<file path="src/rtl/ps2_host_tx.sv">
// Host-to-device PS/2 byte transmitter with open-drain pull-low enables.
// Optional PS2clk glitch filter: define PS2_TX_GLITCH_FILTER_EN.
module ps2_host_tx #(
  parameter int INHIBIT_CYCLES = 10000,
  parameter int TIMEOUT_CYCLES = 200000
) (
  input  logic       clk,
  input  logic       rst,
  input  logic [7:0] tx_data,
  input  logic       tx_valid,
  output logic       tx_ready,
  output logic       tx_busy,
  output logic       tx_done,
  output logic       tx_err,
  input  logic       PS2clk,
  input  logic       key_data,
  output logic       ps2_clk_oe,
  output logic       ps2_data_oe
);

  // state     | meaning
  // IDLE      | lines released, ready for a byte
  // INHIBIT   | PS2clk held low to request-to-send
  // SEND      | start bit driven, shifting data/parity/stop on device fe
  // ACK       | waiting for device ACK on 11th fe
  // WAIT_IDLE | waiting for both lines high before reporting done
  typedef enum logic [2:0] {
    IDLE, INHIBIT, SEND, ACK, WAIT_IDLE
  } state_t;

  localparam int TMAX = (INHIBIT_CYCLES > TIMEOUT_CYCLES) ? INHIBIT_CYCLES : TIMEOUT_CYCLES;
  localparam int TW   = $clog2(TMAX + 1);

  state_t        state_q, state_d;
  logic [TW-1:0] timer_q, timer_d;
  logic [3:0]    bit_cnt_q, bit_cnt_d;
  logic [7:0]    data_q, data_d;
  logic          par_q, par_d;
  logic          clk_oe_d, data_oe_d, done_d, err_d;

  logic [1:0] clk_sync_q, dat_sync_q;
  logic       clk_sync, dat_sync, clk_line, clk_prev_q, fe, tmo;

  // Sync flops reset high so an idle bus never looks like a falling edge.
  always_ff @(posedge clk) begin
    if (rst) begin
      clk_sync_q <= 2'b11;
      dat_sync_q <= 2'b11;
    end else begin
      clk_sync_q <= {clk_sync_q[0], PS2clk};
      dat_sync_q <= {dat_sync_q[0], key_data};
    end
  end

  assign clk_sync = clk_sync_q[1];
  assign dat_sync = dat_sync_q[1];

`ifdef PS2_TX_GLITCH_FILTER_EN
  logic       clk_filt_q;
  logic [2:0] filt_cnt_q;

  always_ff @(posedge clk) begin
    if (rst) begin
      clk_filt_q <= 1'b1;
      filt_cnt_q <= 3'd0;
    end else if (clk_sync != clk_filt_q) begin
      if (filt_cnt_q == 3'd7) begin
        clk_filt_q <= clk_sync;
        filt_cnt_q <= 3'd0;
      end else begin
        filt_cnt_q <= filt_cnt_q + 3'd1;
      end
    end else begin
      filt_cnt_q <= 3'd0;
    end
  end

  assign clk_line = clk_filt_q;
`else
  assign clk_line = clk_sync;
`endif

  always_ff @(posedge clk) begin
    if (rst) clk_prev_q <= 1'b1;
    else     clk_prev_q <= clk_line;
  end

  assign fe  = clk_prev_q & ~clk_line;
  assign tmo = (timer_q == '0);

  always_comb begin
    state_d   = state_q;
    timer_d   = timer_q;
    bit_cnt_d = bit_cnt_q;
    data_d    = data_q;
    par_d     = par_q;
    clk_oe_d  = ps2_clk_oe;
    data_oe_d = ps2_data_oe;
    done_d    = 1'b0;
    err_d     = 1'b0;

    case (state_q)
      IDLE: begin
        timer_d = '0;
        if (tx_valid) begin
          data_d    = tx_data;
          par_d     = ~^tx_data;
          timer_d   = TW'(INHIBIT_CYCLES - 1);
          bit_cnt_d = 4'd0;
          clk_oe_d  = 1'b1;
          data_oe_d = 1'b0;
          state_d   = INHIBIT;
        end
      end

      INHIBIT: begin
        if (tmo) begin
          clk_oe_d  = 1'b0;
          data_oe_d = 1'b1;
          timer_d   = TW'(TIMEOUT_CYCLES - 1);
          bit_cnt_d = 4'd0;
          state_d   = SEND;
        end else begin
          timer_d = timer_q - 1'b1;
        end
      end

      SEND: begin
        if (fe) begin
          timer_d = TW'(TIMEOUT_CYCLES - 1);
          if (bit_cnt_q < 4'd8) begin
            data_oe_d = ~data_q[bit_cnt_q[2:0]];
            bit_cnt_d = bit_cnt_q + 4'd1;
          end else if (bit_cnt_q == 4'd8) begin
            data_oe_d = ~par_q;
            bit_cnt_d = 4'd9;
          end else begin
            data_oe_d = 1'b0;
            bit_cnt_d = 4'd0;
            state_d   = ACK;
          end
        end else if (tmo) begin
          clk_oe_d  = 1'b0;
          data_oe_d = 1'b0;
          err_d     = 1'b1;
          bit_cnt_d = 4'd0;
          state_d   = IDLE;
        end else begin
          timer_d = timer_q - 1'b1;
        end
      end

      ACK: begin
        if (fe) begin
          if (!dat_sync) begin
            timer_d = TW'(TIMEOUT_CYCLES - 1);
            state_d = WAIT_IDLE;
          end else begin
            timer_d = '0;
            err_d   = 1'b1;
            state_d = IDLE;
          end
        end else if (tmo) begin
          clk_oe_d  = 1'b0;
          data_oe_d = 1'b0;
          err_d     = 1'b1;
          state_d   = IDLE;
        end else begin
          timer_d = timer_q - 1'b1;
        end
      end

      WAIT_IDLE: begin
        if (clk_sync && dat_sync) begin
          timer_d = '0;
          done_d  = 1'b1;
          state_d = IDLE;
        end else if (fe) begin
          timer_d = TW'(TIMEOUT_CYCLES - 1);
        end else if (tmo) begin
          clk_oe_d  = 1'b0;
          data_oe_d = 1'b0;
          err_d     = 1'b1;
          state_d   = IDLE;
        end else begin
          timer_d = timer_q - 1'b1;
        end
      end

      default: begin
        clk_oe_d  = 1'b0;
        data_oe_d = 1'b0;
        timer_d   = '0;
        bit_cnt_d = 4'd0;
        state_d   = IDLE;
      end
    endcase
  end

  always_ff @(posedge clk) begin
    if (rst) begin
      state_q     <= IDLE;
      timer_q     <= '0;
      bit_cnt_q   <= 4'd0;
      data_q      <= 8'd0;
      par_q       <= 1'b0;
      ps2_clk_oe  <= 1'b0;
      ps2_data_oe <= 1'b0;
      tx_done     <= 1'b0;
      tx_err      <= 1'b0;
    end else begin
      state_q     <= state_d;
      timer_q     <= timer_d;
      bit_cnt_q   <= bit_cnt_d;
      data_q      <= data_d;
      par_q       <= par_d;
      ps2_clk_oe  <= clk_oe_d;
      ps2_data_oe <= data_oe_d;
      tx_done     <= done_d;
      tx_err      <= err_d;
    end
  end

  assign tx_ready = (state_q == IDLE);
  assign tx_busy  = (state_q != IDLE);

endmodule

</file>
<file path="config.mk">
export PLATFORM = sky130hd
export DESIGN_NAME = ps2_host_tx
export DESIGN_NICKNAME = d
export VERILOG_FILES = /design/src/rtl/ps2_host_tx.sv
export SDC_FILE = /design/constraint.sdc
export NUM_CORES = 1
export LEC_CHECK = 0
export ABC_AREA = 1
export BUFFER_PORTS_ARGS = -buffer_cell sky130_fd_sc_hd__buf_2
export CORE_MARGIN = 2
export CORE_UTILIZATION = 55
export DETAILED_ROUTE_END_ITERATION = 10
export PLACE_DENSITY = 0.74
export SYNTH_ARGS = -nofsm -noshare
export SYNTH_HDL_FRONTEND = slang
export SYNTH_SLANG_ARGS = --single-unit
</file>
<file path="constraint.sdc">
create_clock -name clk -period 2.1 [get_ports clk]
set_input_delay 0.21 -clock clk [delete_from_list [all_inputs] [get_ports clk]]
set_output_delay 0.21 -clock clk [all_outputs]
set_load 0.005 [all_outputs]
</file>
Word level (Yosys, flattened, before mapping)
Cells that the tools add are included.
{ "op_classes": {"n_reduce_logical": 13, "n_mux": 48, "bitwise_logic": 6, "n_addsub": 2, "n_lt_le_gt_ge": 2, "eq_ne": 11} }
{ "op_table": {"columns": ["operator", "n"], "rows": [
  ["18-bit two-way mux", 6],
  ["18-bit one-hot mux with 5 select lines", 1],
  ["3-bit two-way mux", 10],
  ["4-bit two-way mux", 5],
  ["1-bit two-way mux", 19],
  ["18-bit logical NOT", 1],
  ["18-bit by 1-bit subtractor with 18-bit output (second input constant)", 1],
  ["4-bit one-hot mux with 4 select lines", 1],
  ["3-bit one-hot mux with 5 select lines", 1],
  ["14-bit two-way mux", 1],
  ["3-bit inequality test (second input constant)", 3],
  ["8-bit XNOR reduction", 1],
  ["3-bit by 2-bit == test with 1-bit output (second input constant)", 2],
  ["2-bit inequality test (second input constant)", 3],
  ["2-bit AND reduction", 3],
  ["2-bit OR reduction", 3],
  ["1-bit NOT", 5],
  ["1-bit one-hot mux with 5 select lines", 1],
  ["5-bit AND reduction", 1],
  ["4-bit by 1-bit adder with 4-bit output (second input constant)", 1],
  ["4-bit == test (second input constant)", 1],
  ["3-bit by 4-bit < comparator with 1-bit output (second input constant)", 1],
  ["4-bit < comparator (second input constant)", 1],
  ["1-bit one-hot mux with 4 select lines", 1],
  ["9 further kinds", 9]
]} }
{ "totals": {"regBits": 43, "wordCells": 94} }

Logic depth before layout (Yosys ltp)
{ "logic_depth": {"word_depth": 6, "depth_mapped": 12} }

Least setup slack after synthesis
OpenSTA, ideal clock, no wires.
{ "synth_path": {"kind": "register -> register", "startpoint": "register timer_q[0]", "endpoint": "register timer_q[0]", "required_ns": 1.970, "synth_period_minus_slack_ns": 1.589, "slack_ns": 0.511, "stages_incl_launch_ff": 11, "t_arrival_ns": 1.459, "setup_ns": 0.130, "n_path_buf": 0, "cell_sequence": "dfxtp_1 inv_1 ha_1 nand3_1 nor2_1 nand3_1 ha_1 o21ai_0 o21ai_0 nor2_1 nor2_1"} }
{ "synth_between": {"elab_chain_cells": 5, "word_cells_on_any_way": 8, "classes_between": "add/sub (1); mux (6); reduce/logical (1)"} }
{ "synth_lines": {"columns": ["element", "line_no", "source"], "rows": [
  ["start: declaration", "35", "logic [TW-1:0] timer_q, timer_d;"],
  ["start signal: assignment", "213", "timer_q <= timer_d;"],
  ["18-bit by 1-bit subtractor with 18-bit output / 18-bit logical NOT (equally long branches)", null, null],
  ["18-bit two-way mux", "142, 163, 180", null],
  ["18-bit two-way mux", "129", "if (fe) begin"],
  ["18-bit two-way mux", "174", "if (clk_sync && dat_sync) begin"],
  ["18-bit one-hot mux with 5 select lines *", "102", "case (state_q)"]
]} }
Mark *: on every way between the ends. The rest lies on a longest branch, timed or not.
A chain may end at the register's enable or synchronous reset.

Worst setup path after layout
Ends and elaborated chain as after synthesis.

==> metrics.md <==
| Metric | Value |
|---|---|
| Final net count | 402 |
| Pin count of the biggest net entering global routing | 19 |
| Sequential area share after synthesis | 33.4% |
| CTS clk-pin slew, worst paths | 0.07 ns |
| Top post-synthesis cells by area | dfxtp_1 33%, nand2_1 9.7%, nor2_1 6.8% |
| Die height | 72.5 um |
| Worst-path fanout max | 4 |
| GR Util All Layers | 22.1% |
| Crit end category | flip-flop |
| Clk_lat worst skew | 0.29 ns |
| Slowest stage delay, CP | 0.32 ns |
| Largest family of logic cells by synthesized area | simple AND/OR/NAND/NOR gates |
| Worst slew margin | 69.0% |
| CP Class | flip-flop to flip-flop |
| Via count | 2,271 |
| Area grow syn2layout | 7.57% |
| Multi-input logic area | 1500 um^2 |
| Initial DRT Pass Iterations | 4 |
| Maxcap violations | 0 |
| FF+latch area | 861 um^2 |
| Drt initial violations | 103 |
| Die width | 72.5 um |
| Synth Warn # | 0 |
| Netlist Area Pre-Place | 2580 um^2 |
| CTS Hold Bufs | 0 |
| Number of H-tree levels | 2 |
| Crit path DAT | 1.97 ns |
| Final ANT Viol Nets | 0 |
| Placed inst area | 2700 um^2 |
| Starting Density | 58.1% |
| Fraction of layout cells with a size suffix above 1 | 20.6% |
| Hold crit path type | input port to flip-flop |
| GP Congestion | 0.910 |
| Fin. max-slew vios | 0 |
| Worst-Margin Slew | 0.464 ns |
| Die ar. | 5250 um^2 |
| Clock Path Buffers | 2 |
| Routed vias/inst | 5.22 |
| Endpoints failing hold | 0 |
| PwrDens | 1420 nW/um^2 |
| GRT Residual Overflow | 0 |
| Vias in the first global route | 2,078 |
| PortBufs | 18 |
| Buffer count from post-CTS setup fixing | 0 |
| DR DRC count | 0 |
| Leakage | 1.26 nW |
| Design Area, Final | 2780 um^2 |
| Synth cell types | 36 |
| FMAX | 557 MHz |
| First-pass GRT wire length | 9070 um |
| Seq cells post-synth | 43 |
| Cells after Synth | 365 |
| CTS Root Cell | clkbuf_8 |
| Num ports | 19 |
| Adder-Cell Fraction of Synth Area | 2.42% |
| Rows | 24 |
| Tcrit/Tclk final | 85.4% |
| Startpoint types | flip-flop |
| CTS tree | done |
| Post-CTS sizing | 0 |
| Maximum VDD drop | 0.623 mV |
| Post-synthesis xor/xnor area fraction | 6.79% |
| Simple-gate portion of the synthesized area | 35.8% |
| Crit-path cells | inv_1 -> ha_1 -> nand3_1 -> nor2_1 -> nand3_1 -> ha_1 -> o21ai_0 -> o21ai_0 -> nor2_1 -> nor2_1 |
| Crit path required time | 2.28 ns |
| Antenna fix cells | 0 |
| Utilization after layout | 62.4% |
| Mean routed wirelength per cell | 12.5 um |
| Sink Count | 43 |
| Mapped Nets | 383 |
| Status | complete, no violations |
| Mux share of post-synthesis cell area | 0% |
| Compound-Gate Fraction of Synth Area | 13.2% |
| Post-synthesis average cell area | 7.07 um^2 |
| Reg2reg start | timer_q[0] |
| Hold path start | key_data |
| Synth top area share | 33.4% |
| Crit path from | timer_q[0] |
| Leading area contributor after synthesis | dfxtp_1 |
| Setup_tns | 0 ns |
| Layout Skew | 0.00544 ns |
| Most frequent CP cell | nor2_1 |
| Final setup fails | 0 |
| RSZ-0062 raised after global routing | false |
| Total CTS buffers | 5 |
| Hpwl dp | 4170 um |
| Initial antenna violation count | 0 |
| Core area | 4440 um^2 |
| Critical Path Slowest Stage Cell | ha_1 |
| DRT Wirelength | 5430 um |
| Tmin final | 1.79 ns |
| Layout fillers | 413 |
## power breakdown
part	switching [mW]	leakage [nW]	internal (mW)	total [mW]
logic	1.46	0.867	0.812	2.28
clock network	0.248	0.0371	0.221	0.470
registers	0.186	0.353	1.02	1.20
total	1.90	1.26	2.05	3.95
## worst max-delay path: cells and delay by family, from the launching register on
family	cells	cell delay, ns
adders and majority gates	2	0.52
and+or+nand+nor	5	0.50
AOI/OAI and AO/OA	2	0.24
DFF	1	0.31
buffers and inverters	1	0.11
## state kept, by name, indices dropped and copies added (netlist names), 2 cells and up
name / count
data_q: 8
timer_q: 18
state_q: 3
dat_sync_q: 2
bit_cnt_q: 4
clk_sync_q: 2
## stage by stage
step	total power [mW]	hold slack [ns]	setup slack [ns]	instances
after global routing	4.31	0.103	0.111	435
final	3.95	0.100	0.306	435
after global placement	3.45	0.390	0.312	429
after floorplan	3.04	0.314	0.511	365
after detailed placement	3.48	0.394	0.316	429
after CTS	3.96	0.0959	0.314	435
## routing by layer
| layer | vias to the layer above | GRT usage, % | wire length, um |
|---|---|---|---|
| met2 | 43 | 39.2 | 2630 |
| met5 | - | 0 | 0 |
| met3 | 6 | 4.17 | 205 |
| met4 | 0 | 6.17 | 67 |
| li1 | 1201 | - | - |
| met1 | 1021 | 27.2 | 2520 |
## layout by cell type, fill, tap and decap left out, drive strengths merged
cell / n
nor4: 1
nor2: 59
a211oi: 1
nand4: 4
o211ai: 5
inv: 47
clkbuf: 6
a31o: 1
nor3b: 1
nand3: 25
o21ai: 26
buf: 19
xnor2: 9
o22ai: 1
nand2: 82
dfxtp: 43
ha: 5
a21oi: 25
nand3b: 1
xor2: 11
or2: 6
nor3: 5
## path summary, 6_finish.rpt
check	to	slack, ns	cells after the start
hold / removal	dat_sync_q[0]	0.10	2
setup reg to reg	timer_q[0]	0.31	10
hold reg to reg	dat_sync_q[1]	0.41	1
setup / recovery	timer_q[0]	0.31	10
## cell usage after synthesis
master	instances
a31o_2	1
nand2_4	3
o21ai_2	1
buf_2	2
a211oi_1	1
nand4_1	4
xnor2_1	9
o21ai_0	19
a21oi_1	22
inv_1	38
o21ai_1	5
nor4_1	1
nand2_2	12
nor2_2	5
nor3_2	3
ha_1	5
nand3_4	1
or2_2	6
nor3b_2	1
buf_4	1
dfxtp_1	43
nand2_1	67
nand3_2	2
nand3_1	22
o21ai_4	1
inv_2	9
nor2_4	7
nand3b_1	1
a21oi_2	3
buf_6	1
xor2_1	11
o22ai_1	1
clkbuf_1	3
o211ai_1	5
nor3_1	2
nor2_1	47
## area by class of cell
type | count | area share (%)
Sequential cell | 43 | 31.0
Timing Repair Buffer | 19 | 3.52
Multi-Input combinational cell | 268 | 54.1
Clock buffer | 6 | 2.61
Tap cell | 52 | 2.34
Inverter | 47 | 6.36
## logic make-up after synthesis
kind of cell | count (synthesis)
flip-flops | 43
adder cells (fa/ha/maj) | 5
AO/OA/AOI/OAI | 59
AND/OR/NAND/NOR | 184
XOR/XNOR | 20
buffers and inverters | 54
Note: power is estimated with default switching activity, not from simulation.
